==> src/rtl/fft8_bf_sched.sv <==
`default_nettype none
// ---------------------------------------------------------------------------
// fft8_bf_sched : 8-point radix-2 DIT FFT frame sequencer driving one
//                 external butterfly datapath.           Rev 1.0
// ---------------------------------------------------------------------------
module fft8_bf_sched #(
    parameter int N = 3
) (
    input  logic             clk,
    input  logic             rst,
    input  logic             in_valid,
    output logic             in_ready,
    input  logic [2**N-1:0]  in_r,
    input  logic [2**N-1:0]  in_i,
    output logic             out_valid,
    input  logic             out_ready,
    output logic [2**N-1:0]  out_r,
    output logic [2**N-1:0]  out_i,
    output logic [2:0]       out_idx,
    output logic             bf_en,
    output logic [1:0]       bf_tw,
    output logic [2**N-1:0]  bf_in_1_r,
    output logic [2**N-1:0]  bf_in_1_i,
    output logic [2**N-1:0]  bf_in_2_r,
    output logic [2**N-1:0]  bf_in_2_i,
    input  logic [2**N-1:0]  bf_out_1_r,
    input  logic [2**N-1:0]  bf_out_1_i,
    input  logic [2**N-1:0]  bf_out_2_r,
    input  logic [2**N-1:0]  bf_out_2_i,
    output logic             busy,
    output logic             frame_done
);
    localparam int W = 2**N;

    typedef enum logic [1:0] {
        LOAD    = 2'd0,
        COMPUTE = 2'd1,
        UNLOAD  = 2'd2
    } state_t;

    state_t       state;
    state_t       state_nxt;
    logic         armed;
    logic [2:0]   in_cnt;
    logic [2:0]   out_cnt;
    logic [3:0]   bf_cnt;
    logic [W-1:0] mem_r [8];
    logic [W-1:0] mem_i [8];
    logic [1:0]   stage;
    logic [1:0]   bidx;
    logic [2:0]   lo_addr;
    logic [2:0]   hi_addr;
    logic [1:0]   tw_sched;
    logic [2:0]   in_addr;
    logic         in_fire;
    logic         out_fire;

    assign stage   = bf_cnt[3:2];
    assign bidx    = bf_cnt[1:0];
    assign in_addr = {in_cnt[0], in_cnt[1], in_cnt[2]};

    // Butterfly b of stage s pairs lo with lo + 2^s; twiddle stride shrinks per stage.
    always_comb begin
        lo_addr  = 3'd0;
        hi_addr  = 3'd0;
        tw_sched = 2'd0;
        case (stage)
            2'd0: begin
                lo_addr  = {bidx, 1'b0};
                hi_addr  = {bidx, 1'b1};
                tw_sched = 2'd0;
            end
            2'd1: begin
                lo_addr  = {bidx[1], 1'b0, bidx[0]};
                hi_addr  = {bidx[1], 1'b1, bidx[0]};
                tw_sched = {bidx[0], 1'b0};
            end
            default: begin
                lo_addr  = {1'b0, bidx};
                hi_addr  = {1'b1, bidx};
                tw_sched = bidx;
            end
        endcase
    end

    always_comb begin
        state_nxt  = state;
        in_ready   = 1'b0;
        out_valid  = 1'b0;
        bf_en      = 1'b0;
        busy       = 1'b0;
        frame_done = 1'b0;
        in_fire    = 1'b0;
        out_fire   = 1'b0;
        case (state)
            LOAD: begin
                in_ready = armed;
                in_fire  = in_valid && armed;
                if (in_fire && (in_cnt == 3'd7)) begin
                    state_nxt = COMPUTE;
                end
            end
            COMPUTE: begin
                bf_en = 1'b1;
                busy  = 1'b1;
                if (bf_cnt == 4'd11) begin
                    state_nxt = UNLOAD;
                end
            end
            UNLOAD: begin
                out_valid = 1'b1;
                busy      = 1'b1;
                out_fire  = out_ready;
                if (out_fire && (out_cnt == 3'd7)) begin
                    frame_done = 1'b1;
                    state_nxt  = LOAD;
                end
            end
            default: begin
                state_nxt = LOAD;
            end
        endcase
    end

    always_ff @(posedge clk or posedge rst) begin
        if (rst) begin
            state   <= LOAD;
            armed   <= 1'b0;
            in_cnt  <= 3'd0;
            out_cnt <= 3'd0;
            bf_cnt  <= 4'd0;
            for (int a = 0; a < 8; a++) begin
                mem_r[a] <= '0;
                mem_i[a] <= '0;
            end
        end else begin
            state <= state_nxt;
            armed <= 1'b1;
            if (in_fire) begin
                mem_r[in_addr] <= in_r;
                mem_i[in_addr] <= in_i;
                in_cnt         <= in_cnt + 3'd1;
            end
            // In-place write-back; a stage never reads a location it already rewrote.
            if (state == COMPUTE) begin
                mem_r[lo_addr] <= bf_out_1_r;
                mem_i[lo_addr] <= bf_out_1_i;
                mem_r[hi_addr] <= bf_out_2_r;
                mem_i[hi_addr] <= bf_out_2_i;
                bf_cnt         <= (bf_cnt == 4'd11) ? 4'd0 : bf_cnt + 4'd1;
            end
            if (out_fire) begin
                out_cnt <= out_cnt + 3'd1;
            end
        end
    end

    assign out_r     = (state == UNLOAD)  ? mem_r[out_cnt] : '0;
    assign out_i     = (state == UNLOAD)  ? mem_i[out_cnt] : '0;
    assign out_idx   = (state == UNLOAD)  ? out_cnt        : 3'd0;
    assign bf_tw     = (state == COMPUTE) ? tw_sched       : 2'd0;
    assign bf_in_1_r = (state == COMPUTE) ? mem_r[lo_addr] : '0;
    assign bf_in_1_i = (state == COMPUTE) ? mem_i[lo_addr] : '0;
    assign bf_in_2_r = (state == COMPUTE) ? mem_r[hi_addr] : '0;
    assign bf_in_2_i = (state == COMPUTE) ? mem_i[hi_addr] : '0;

endmodule
`default_nettype wire
==> config.mk <==
export PLATFORM = sky130hd
export DESIGN_NAME = fft8_bf_sched
export DESIGN_NICKNAME = d
export VERILOG_FILES = /design/src/rtl/fft8_bf_sched.sv
export SDC_FILE = /design/constraint.sdc
export NUM_CORES = 1
export LEC_CHECK = 0
export ABC_AREA = 0
export CAP_MARGIN = 20
export CORE_AREA = 2 2 171 173
export CTS_CLUSTER_DIAMETER = 120
export DETAILED_ROUTE_END_ITERATION = 6
export DIE_AREA = 0 0 173 175
export SLEW_MARGIN = 5
export SYNTH_ARGS = -nofsm -noshare
export SYNTH_HDL_FRONTEND = slang
export SYNTH_SLANG_ARGS = --single-unit
==> constraint.sdc <==
create_clock -name clk -period 8.4 [get_ports clk]
set_clock_uncertainty 0.2 [all_clocks]
set_input_delay 1.68 -clock clk [delete_from_list [all_inputs] [get_ports clk]]
set_output_delay 1.68 -clock clk [all_outputs]
set_load 0.02 [all_outputs]
==> metrics.md, run 1 <==
| Metric | Value |
|---|---|
| Post-CTS resize count | `0` |
| Leak Pwr | `5.318 nW` |
| Sequential element share of the synthesized area | `31.32%` |
| Area of the multi-input gates | `6977 µm²` |
| GRT Overall Usage | `32.90%` |
| ANT cells | `0` |
| Post-CTS Setup Bufs | `0` |
| Max_slew headroom | `16.25%` |
| CP max stage delay | `1.08 ns` |
| Pre-antenna DRT Iters | `6` |
| Synth warn | `0` |
| Final period util | `76.61%` |
| Post-Synthesis Cells | `1,304` |
| R2R cell count | `4` |
| Vias in the first global route | `11,120` |
| CTS Hold Buffers Added | `0` |
| Initial Util | `39.67%` |
| RePlAce Congestion | `0.9258` |
| CP Buf/Inv Count | `1` |
| Kind of critical path | `register to output port` |
| Synth top cells by count | `194 x nand2_1, 141 x dfrtp_1, 115 x o22ai_1` |
| Syn_area_per_cell | `8.638 µm²` |
| Layout cells sized above 1 | `12.38%` |
| FF-to-FF End | `mem_i[8]$_DFF_PP0_` |
| Largest net degree at the start of global routing | `96` |
| Status | `complete, no violations` |
| Slew Limit Fails | `0` |
| Distinct cells, synth | `57` |
| Final hold viol count | `0` |
| Asr flop ratio synth | `100.0%` |
| First-pass GRT wire length | `74.23 mm` |
| Grt ovf | `0` |
| CP Depth | `4` |
| Area grow syn2layout | `15.83%` |
| Num CTS Buffers | `17` |
| Vias per inst | `6.974` |
| Placed cell areas | `12,370 µm²` |
| TritonCTS clock tree | `yes` |
| Design area | `13,050 µm²` |
| Required @ worst endpoint | `6.52 ns` |
| Die area | `30,280 µm²` |
| Worst-Margin Slew | `1.225 ns` |
| Path category of the worst min-delay check | `register to register` |
| Max cap viols | `0` |
| Total I/O pin count | `110` |
| Maximum clock frequency | `0.1554 GHz` |
| Synth area leaders | `dfrtp_1 31%, mux2i_1 9.6%, nand2_1 6.5%` |
| Worst-path fanout max | `95` |
| DRC | `0` |
| Top FF cell, synth | `dfrtp_1` |
| Maximum clock path buffer count | `2` |
| Worst Min Path Start | `mem_i[15]$_DFF_PP0_` |
| Register Area | `3537 µm²` |
| DR iter-0 viols | `1,828` |
| Endpoint class of the critical path | `output port` |
| Final WS setup | `1.965 ns` |
| Synth Register Bits | `141` |
| Syn nets | `1,369` |
| CP Data Arrival Time | `4.55 ns` |
| Core area | `28,390 µm²` |
| FP Rows | `62` |
| Setup TNS | `0 ns` |
| Flop-to-flop setup slack | `4.31 ns` |
| Final setup violation count | `0` |
| Pwr dens | `446.0 nW/µm²` |
| Clock Sinks | `141` |
| Yosys top cell area share | `31.32%` |
| Chip Height | `175 µm` |
| Count leader, synth | `nand2_1` |
| Worst setup SP type | `register` |
| H-Tree Depth | `4` |
| CP max stage cell | `a2111oi_0` |
| Clock Latency Late Sink | `0.43 ns` |
| Filler cells | `2,791` |
| HPWL Detailed | `30.71 mm` |
| Antenna Nets Post-Route | `0` |
| CTS clk-pin slew, worst paths | `0.07 ns` |
| WHS Endpoint | `mem_i[15]$_DFF_PP0_` |
| Horiz. Die Dim | `173 µm` |
| Minimum clock period | `6.435 ns` |
| Maximum VDD drop | `0.2839 mV` |
| CP top delay family | `compound AO/OA/AOI/OAI gates` |
| Post-synth EDFFs | `0` |
| Routed vias | `11,860` |
| Critical path cell sequence | `or4b_1 -> o22ai_1 -> a2111oi_0 -> clkdlybuf4s50_1` |
| CTS Root Cell | `clkbuf_16` |
| Yosys top cell by area | `dfrtp_1` |
| RSZ-0062 raised after global routing | `false` |
| Final nets | `1,369` |
| Hold path cells | `2` |
| Pre-CTS setup slack | `2.706 ns` |
| Initial antenna violation count | `0` |
| Reg-to-reg critical path startpoint | `bf_cnt[0]$_DFFE_PP0P_` |
| Drt total wl | `50.72 mm` |
| Routed wire per std cell | `29.82 µm` |
| Synth Cell Area | `11,260 µm²` |
| Port bufs | `109` |
final cells by class:
cell class	instances	share of cell area, %
tap	384	3.682
timing repair buffer	143	10.83
sequential	141	27.11
clock buffer	20	3.500
multi-input combinational	990	53.47
clock inverter	12	1.055
inverter	11	0.3548
cell families after synthesis:
kind of cell	share of synthesized area, %
other	0.03329
xor gates and xnor gates	0.1555
and+or+nand+nor	15.67
DFF	31.32
adders and majority gates	1.444
buffers and inverters	6.887
muxes	17.79
AOI/OAI and AO/OA	26.69
sequential cells by signal, summed over array words and instances (netlist names):
| register | count |
|---|---|
| bf_cnt | 4 |
| state | 2 |
| mem_i | 64 |
| out_cnt | 3 |
| in_cnt | 3 |
| armed | 1 |
| mem_r | 64 |
worst max-delay path by stage:
stage                                     start               to
after floorplan                             rst  armed$_DFF_PP0_
after global placement    bf_cnt[0]$_DFFE_PP0P_     bf_in_2_i[6]
after detailed placement  bf_cnt[0]$_DFFE_PP0P_     bf_in_2_i[6]
after CTS                 bf_cnt[0]$_DFFE_PP0P_     bf_in_2_i[6]
after global routing      bf_cnt[0]$_DFFE_PP0P_     bf_in_2_r[7]
final                     bf_cnt[0]$_DFFE_PP0P_     bf_in_2_r[7]
report_power, final:
group          internal (mW)  total (mW)  switching, mW
sequential              1.01        1.49          0.485
clock                  0.456       0.792          0.336
combinational           1.46        3.53           2.07
total                   2.93        5.82           2.89
through the flow:
stage	instances	power [mW]	hold slack, ns	util, %
2_1_floorplan	1304	3.700	0.3346	-
3_3_place_gp	1663	4.836	0.3665	43.47
3_5_place_dp	1665	4.888	0.3850	43.57
4_1_cts	1697	5.684	0.4004	45.67
5_1_grt	1701	6.067	0.4227	45.95
6_report	1701	5.820	0.3956	45.95
layer usage:
layer | vias to the layer above | share of wire (%) | GRT usage (%)
li1 | 4927 | - | -
met1 | 5760 | 37 | 41.94
met2 | 979 | 45 | 50.67
met3 | 196 | 12 | 8.268
met4 | 0 | 5.8 | 19.24
met5 | - | 0 | 0
worst reg2reg max path, stage by stage, from the launching register on:
cell and delay [ns]:
dfrtp_4 1.02, nor2b_1 1.12, nand3_1 1.14, o22ai_1 0.38
a31oi_1 0.08
cells in the final DEF, fill, tap and decap left out, types with 31 or more instances in the layout:
cell type          n
nand2_1          194
mux2i_1          108
mux4_2            32
or3_1             32
a22oi_1           31
o22ai_1          115
clkdlybuf4s50_1  109
o21ai_0           98
dfrtp_1          136
No activity file was read; power rests on OpenSTA's default activity.
==> run 2, diff against run 1 <==
==> constraint.sdc (replaced) <==
create_clock -name clk -period 6 [get_ports clk]
set_clock_uncertainty 0.2 [all_clocks]
set_input_delay 1.2 -clock clk [delete_from_list [all_inputs] [get_ports clk]]
set_output_delay 1.2 -clock clk [all_outputs]
set_load 0.02 [all_outputs]
==> run 2 against run 1 <==
Compared with the run above:
- critical path depth is 1 higher
- power is 45% higher
- clock power is 55% higher
- critical endpoint is now bf_in_2_r[1]
- largest cell class unchanged
==> metrics.md, run 2 (same netlist as run 1, synthesis figures left out) <==
| Metric | Value |
|---|---|
| Status | `complete, no violations` |
| Area grow syn2layout | `17.05%` |
| Routed vias | `12,010` |
| Total I/O pin count | `110` |
| Vias in the first global route | `11,500` |
| Chip Height | `175 µm` |
| Path category of the worst min-delay check | `register to register` |
| Leak Pwr | `5.404 nW` |
| Clk pwr share | `14.6%` |
| Final hold viol count | `0` |
| Slew Limit Fails | `0` |
| Final nets | `1,378` |
| Commonest non-fill, non-tap cells in the layout | `194 x nand2_1, 136 x dfrtp_1, 115 x o22ai_1` |
| DRC | `0` |
| Pre-antenna DRT Iters | `6` |
| Maximum VDD drop | `0.4167 mV` |
| Required @ worst endpoint | `4.60 ns` |
| Commonest non-fill, non-tap cell in the layout | `nand2_1` |
| Total Power | `8.420 mW` |
| Registers with the most flip-flops | `mem_i x64, mem_r x64, bf_cnt x4` |
| Post-CTS Setup Bufs | `0` |
| Kind of critical path | `register to output port` |
| Sequential power share | `24.8%` |
| Max cap viols | `0` |
| R2R cell count | `6` |
| HPWL Detailed | `32.49 mm` |
| Met3 wire length | `6.132 mm` |
| Maximum clock frequency | `0.1850 GHz` |
| CTS clk-pin slew, worst paths | `0.06 ns` |
| Routed wire per std cell | `30.69 µm` |
| Worst-path fanout max | `31` |
| Die area | `30,280 µm²` |
| Grt ovf | `0` |
| FF-to-FF End | `mem_r[41]$_DFF_PP0_` |
| Clock Sinks | `141` |
| FP Rows | `62` |
| RePlAce Congestion | `0.9497` |
| Final period util | `90.08%` |
| RSZ-0062 raised after global routing | `false` |
| Final Instance Count excl. Fillers | `1,710` |
| CTS Root Cell | `clkbuf_16` |
| Post-CTS resize count | `0` |
| Met2 wire len | `22.61 mm` |
| CTS Hold Buffers Added | `0` |
| Placed Cells | `1,675` |
| First-pass GRT wire length | `77.33 mm` |
| Initial antenna violation count | `0` |
| P_sw | `4.143 mW` |
| Met1 WL | `20.62 mm` |
| Largest net degree at the start of global routing | `74` |
| Pwr dens | `638.6 nW/µm²` |
| Internal Power | `4.277 mW` |
| Worst setup SP type | `register` |
| WHS Endpoint | `mem_r[39]$_DFF_PP0_` |
| CP Data Arrival Time | `4.01 ns` |
| ANT cells | `0` |
| Final setup violation count | `0` |
| TritonCTS clock tree | `yes` |
| Drt total wl | `52.48 mm` |
| Horiz. Die Dim | `173 µm` |
| Layout cells sized above 1 | `13.05%` |
| Endpoint class of the critical path | `output port` |
| Worst-Margin Slew | `1.226 ns` |
| Port bufs | `109` |
| Minimum clock period | `5.405 ns` |
| Max_slew headroom | `18.28%` |
| Setup TNS | `0 ns` |
| Hold path cells | `2` |
| Gate power share | `60.6%` |
| Pre-CTS setup slack | `1.237 ns` |
| Final WS setup | `0.5950 ns` |
| Clock Latency Late Sink | `0.44 ns` |
| Antenna Nets Post-Route | `0` |
| Sw frac | `49.21%` |
| Core area | `28,390 µm²` |
| Top sig layer | `met4` |
| Initial Util | `39.67%` |
| Flop-to-flop setup slack | `2.22 ns` |
| H-Tree Depth | `4` |
| Reg-to-reg critical path startpoint | `bf_cnt[0]$_DFFE_PP0P_` |
| Num CTS Buffers | `17` |
| Maximum clock path buffer count | `2` |
| Vias per inst | `7.026` |
| GRT Overall Usage | `34.25%` |
| DR iter-0 viols | `1,873` |
| Worst Min Path Start | `mem_r[39]$_DFF_PP0_` |
-- run 2: cell types whose count changed in the layout (fill, tap and decap cells not counted) --
cell,previous run,this run
clkbuf_1,1,0
buf_4,28,36
clkinv_4,2,0
inv_6,3,2
nor2_4,0,1
clkinv_2,1,2
nor2_2,4,3
buf_12,0,3
clkinvlp_4,5,2
buf_16,2,0
clkbuf_8,2,6
bufinv_16,2,4
-- run 2: per-layer routing --
metal | up-vias | GRT usage, %
met2 | 952 | 51.10
met1 | 5938 | 45.30
li1 | 4934 | -
met5 | - | 0
met3 | 190 | 9.160
met4 | 0 | 18.54
-- run 2: power groups by stage --
stage | sequential [mW] | clock [mW] | combinational [mW]
final | 2.09 | 1.23 | 5.11
after floorplan | 1.71 | 0 | 3.47
after global placement | 2.06 | 0 | 4.85
after detailed placement | 2.07 | 0 | 4.91
after CTS | 2.06 | 1.23 | 4.94
after global routing | 2.15 | 1.26 | 5.37
-- run 2: per-stage QoR --
stage	util [%]	area, µm²	hold WS, ns
2_1_floorplan	-	11260	0.3346
3_3_place_gp	43.91	12470	0.3726
3_5_place_dp	43.96	12480	0.3817
4_1_cts	46.29	13140	0.3960
5_1_grt	46.44	13190	0.4316
6_report	46.44	13190	0.3914
-- run 2: worst max path at each step --
stage	from	endpoint	slack, ns
CTS	bf_cnt[2]$_DFFE_PP0P_	bf_in_2_r[1]	0.73
global route	bf_cnt[0]$_DFFE_PP0P_	bf_in_2_r[1]	0.46
finish	bf_cnt[2]$_DFFE_PP0P_	bf_in_2_r[1]	0.59
detailed placement	bf_cnt[2]$_DFFE_PP0P_	bf_in_2_r[1]	1.24
global placement	bf_cnt[2]$_DFFE_PP0P_	bf_in_2_r[1]	1.29
floorplan	rst	armed$_DFF_PP0_	0.82
-- run 2: final cells by class --
class                   instances  area, µm²
clock buffers                  23      508.0
clock inverters                 9      153.9
fillers                      2757      15210
inverters                      11      46.29
multi-input cells             990       6982
flip-flops and latches        141       3537
well taps                     384      480.5
repair buffers                152       1478
-- run 2: worst max-delay path: stages, from the launching register on --
cell and delay (ns):
dfrtp_2 0.78, or4b_1 0.79, buf_4 0.28, o22ai_1 0.09, a2111oi_0 0.86, clkdlybuf4s50_1 0.76
==> run 3, diff against run 2 <==
--- a/config.mk
+++ b/config.mk
@@ -11,7 +11,7 @@
 export CTS_CLUSTER_DIAMETER = 120
 export DETAILED_ROUTE_END_ITERATION = 6
 export DIE_AREA = 0 0 173 175
-export SLEW_MARGIN = 5
+export SLEW_MARGIN = 10
 export SYNTH_ARGS = -nofsm -noshare
 export SYNTH_HDL_FRONTEND = slang
 export SYNTH_SLANG_ARGS = --single-unit
==> run 3 against run 2 <==
Compared with the run above:
- register-to-register slack improved by 0.05 ns
- clock-buffer cell count unchanged
- via count decreased by 0.24%
- final cell count unchanged
- critical path depth unchanged
- worst hold slack got worse by 0.0037 ns
- non-clock buffer count unchanged
- clock power about the same
- flip-flop and latch count unchanged
==> metrics.md, run 3 (same netlist as run 1, synthesis figures left out) <==
| Metric | Value |
|---|---|
| Minimum clock period | `5.448 ns` |
| Commonest non-fill, non-tap cell in the layout | `nand2_1` |
| CTS Hold Buffers Added | `0` |
| Port bufs | `109` |
| Area grow syn2layout | `17.02%` |
| CTS clk-pin slew, worst paths | `0.06 ns` |
| CTS Root Cell | `clkbuf_16` |
| Layout cells sized above 1 | `13.05%` |
| TritonCTS clock tree | `yes` |
| Filler cells | `2,757` |
| Initial antenna violation count | `0` |
| Maximum clock frequency | `0.1835 GHz` |
| First-pass GRT wire length | `77.33 mm` |
| Antenna Nets Post-Route | `0` |
| Routed vias | `11,990` |
| Maximum clock path buffer count | `2` |
| Final period util | `90.81%` |
| Horiz. Die Dim | `173 µm` |
| Chip Height | `175 µm` |
| Required @ worst endpoint | `4.60 ns` |
| Pre-antenna DRT Iters | `6` |
| Pwr dens | `638.1 nW/µm²` |
| CP Data Arrival Time | `4.05 ns` |
| Drt total wl | `52.45 mm` |
| Die area | `30,280 µm²` |
| Final hold viol count | `0` |
| Leak Pwr | `5.403 nW` |
| Max cap viols | `0` |
| HPWL Detailed | `32.49 mm` |
| Status | `complete, no violations` |
| RePlAce Congestion | `0.9497` |
| Total I/O pin count | `110` |
| Vias per inst | `7.009` |
| Post-CTS Setup Bufs | `0` |
| Core area | `28,390 µm²` |
| Initial Util | `39.67%` |
| RSZ-0062 raised after global routing | `false` |
| Num CTS Buffers | `17` |
| DR iter-0 viols | `1,868` |
| Worst setup SP type | `register` |
| DRC | `0` |
| Kind of critical path | `register to output port` |
| Worst-Margin Slew | `1.224 ns` |
| Total Power | `8.410 mW` |
| Grt ovf | `0` |
| Path category of the worst min-delay check | `register to register` |
| Final Core Density | `46.43%` |
| Registers with the most flip-flops | `mem_i x64, mem_r x64, bf_cnt x4` |
| GRT Overall Usage | `34.25%` |
| Post-CTS resize count | `0` |
| Slew Limit Fails | `0` |
| FP Rows | `62` |
| Worst-path fanout max | `31` |
| Vias in the first global route | `11,500` |
| Final nets | `1,378` |
| WHS | `0.3878 ns` |
| Clock Sinks | `141` |
| H-Tree Depth | `4` |
| Design area | `13,180 µm²` |
| Clock Latency Late Sink | `0.44 ns` |
| Commonest non-fill, non-tap cells in the layout | `194 x nand2_1, 136 x dfrtp_1, 115 x o22ai_1` |
| Routed wire per std cell | `30.67 µm` |
| ANT cells | `0` |
| Maximum VDD drop | `0.4183 mV` |
| Max_slew headroom | `18.41%` |
| Placed cell areas | `12,480 µm²` |
| Endpoint class of the critical path | `output port` |
| Largest net degree at the start of global routing | `74` |
| Setup TNS | `0 ns` |
| Final setup violation count | `0` |
-- run 3: final cells by class --
| type | count | area (µm²) | share of cell area [%] |
|---|---|---|---|
| Clock buffer | 23 | 508.0 | 3.854 |
| Clock inverter | 9 | 153.9 | 1.168 |
| Inverter | 11 | 46.29 | 0.3512 |
| Multi-Input combinational cell | 990 | 6982 | 52.97 |
| Sequential cell | 141 | 3537 | 26.83 |
| Tap cell | 384 | 480.5 | 3.645 |
| Timing Repair Buffer | 152 | 1474 | 11.18 |
-- run 3: where the power goes --
group / total (mW) / internal [mW] / switching (mW)
sequential: 2.09 / 1.41 / 0.674
clock: 1.23 / 0.763 / 0.467
combinational: 5.09 / 2.10 / 2.99
-- run 3: final timing paths --
path                                        to  slack, ns  depth (start not counted)                   from
max                               bf_in_2_r[1]       0.55                          5  bf_cnt[2]$_DFFE_PP0P_
min                        mem_r[39]$_DFF_PP0_       0.39                          2    mem_r[39]$_DFF_PP0_
max reg2reg                mem_r[41]$_DFF_PP0_       2.27                          6  bf_cnt[0]$_DFFE_PP0P_
min reg2reg                mem_r[39]$_DFF_PP0_       0.39                          2    mem_r[39]$_DFF_PP0_
max in group asynchronous  mem_r[22]$_DFF_PP0_       3.45                          3                    rst
min in group asynchronous  mem_r[63]$_DFF_PP0_       1.08                          2                    rst
-- run 3: critical path: stages, from the launching register on --
cell and delay [ns]:
dfrtp_2 0.78, or4b_1 0.79, buf_4 0.28, o22ai_1 0.09, a2111oi_0 0.89, clkdlybuf4s50_1 0.77
-- run 3: routing by layer --
layer,global-route usage (%),wire [µm],up-vias
li1,-,-,4934
met1,45.30,20550,5896
met2,51.10,22580,964
met3,9.160,6185,191
met4,18.54,3139,0
met5,0,0,-
-- run 3: through the flow --
stage	setup WS (ns)	instances
after CTS	0.7320	1707
after detailed placement	1.237	1675
after global routing	0.4627	1710
final	0.5516	1710
after global placement	1.287	1674
after floorplan	0.8188	1304
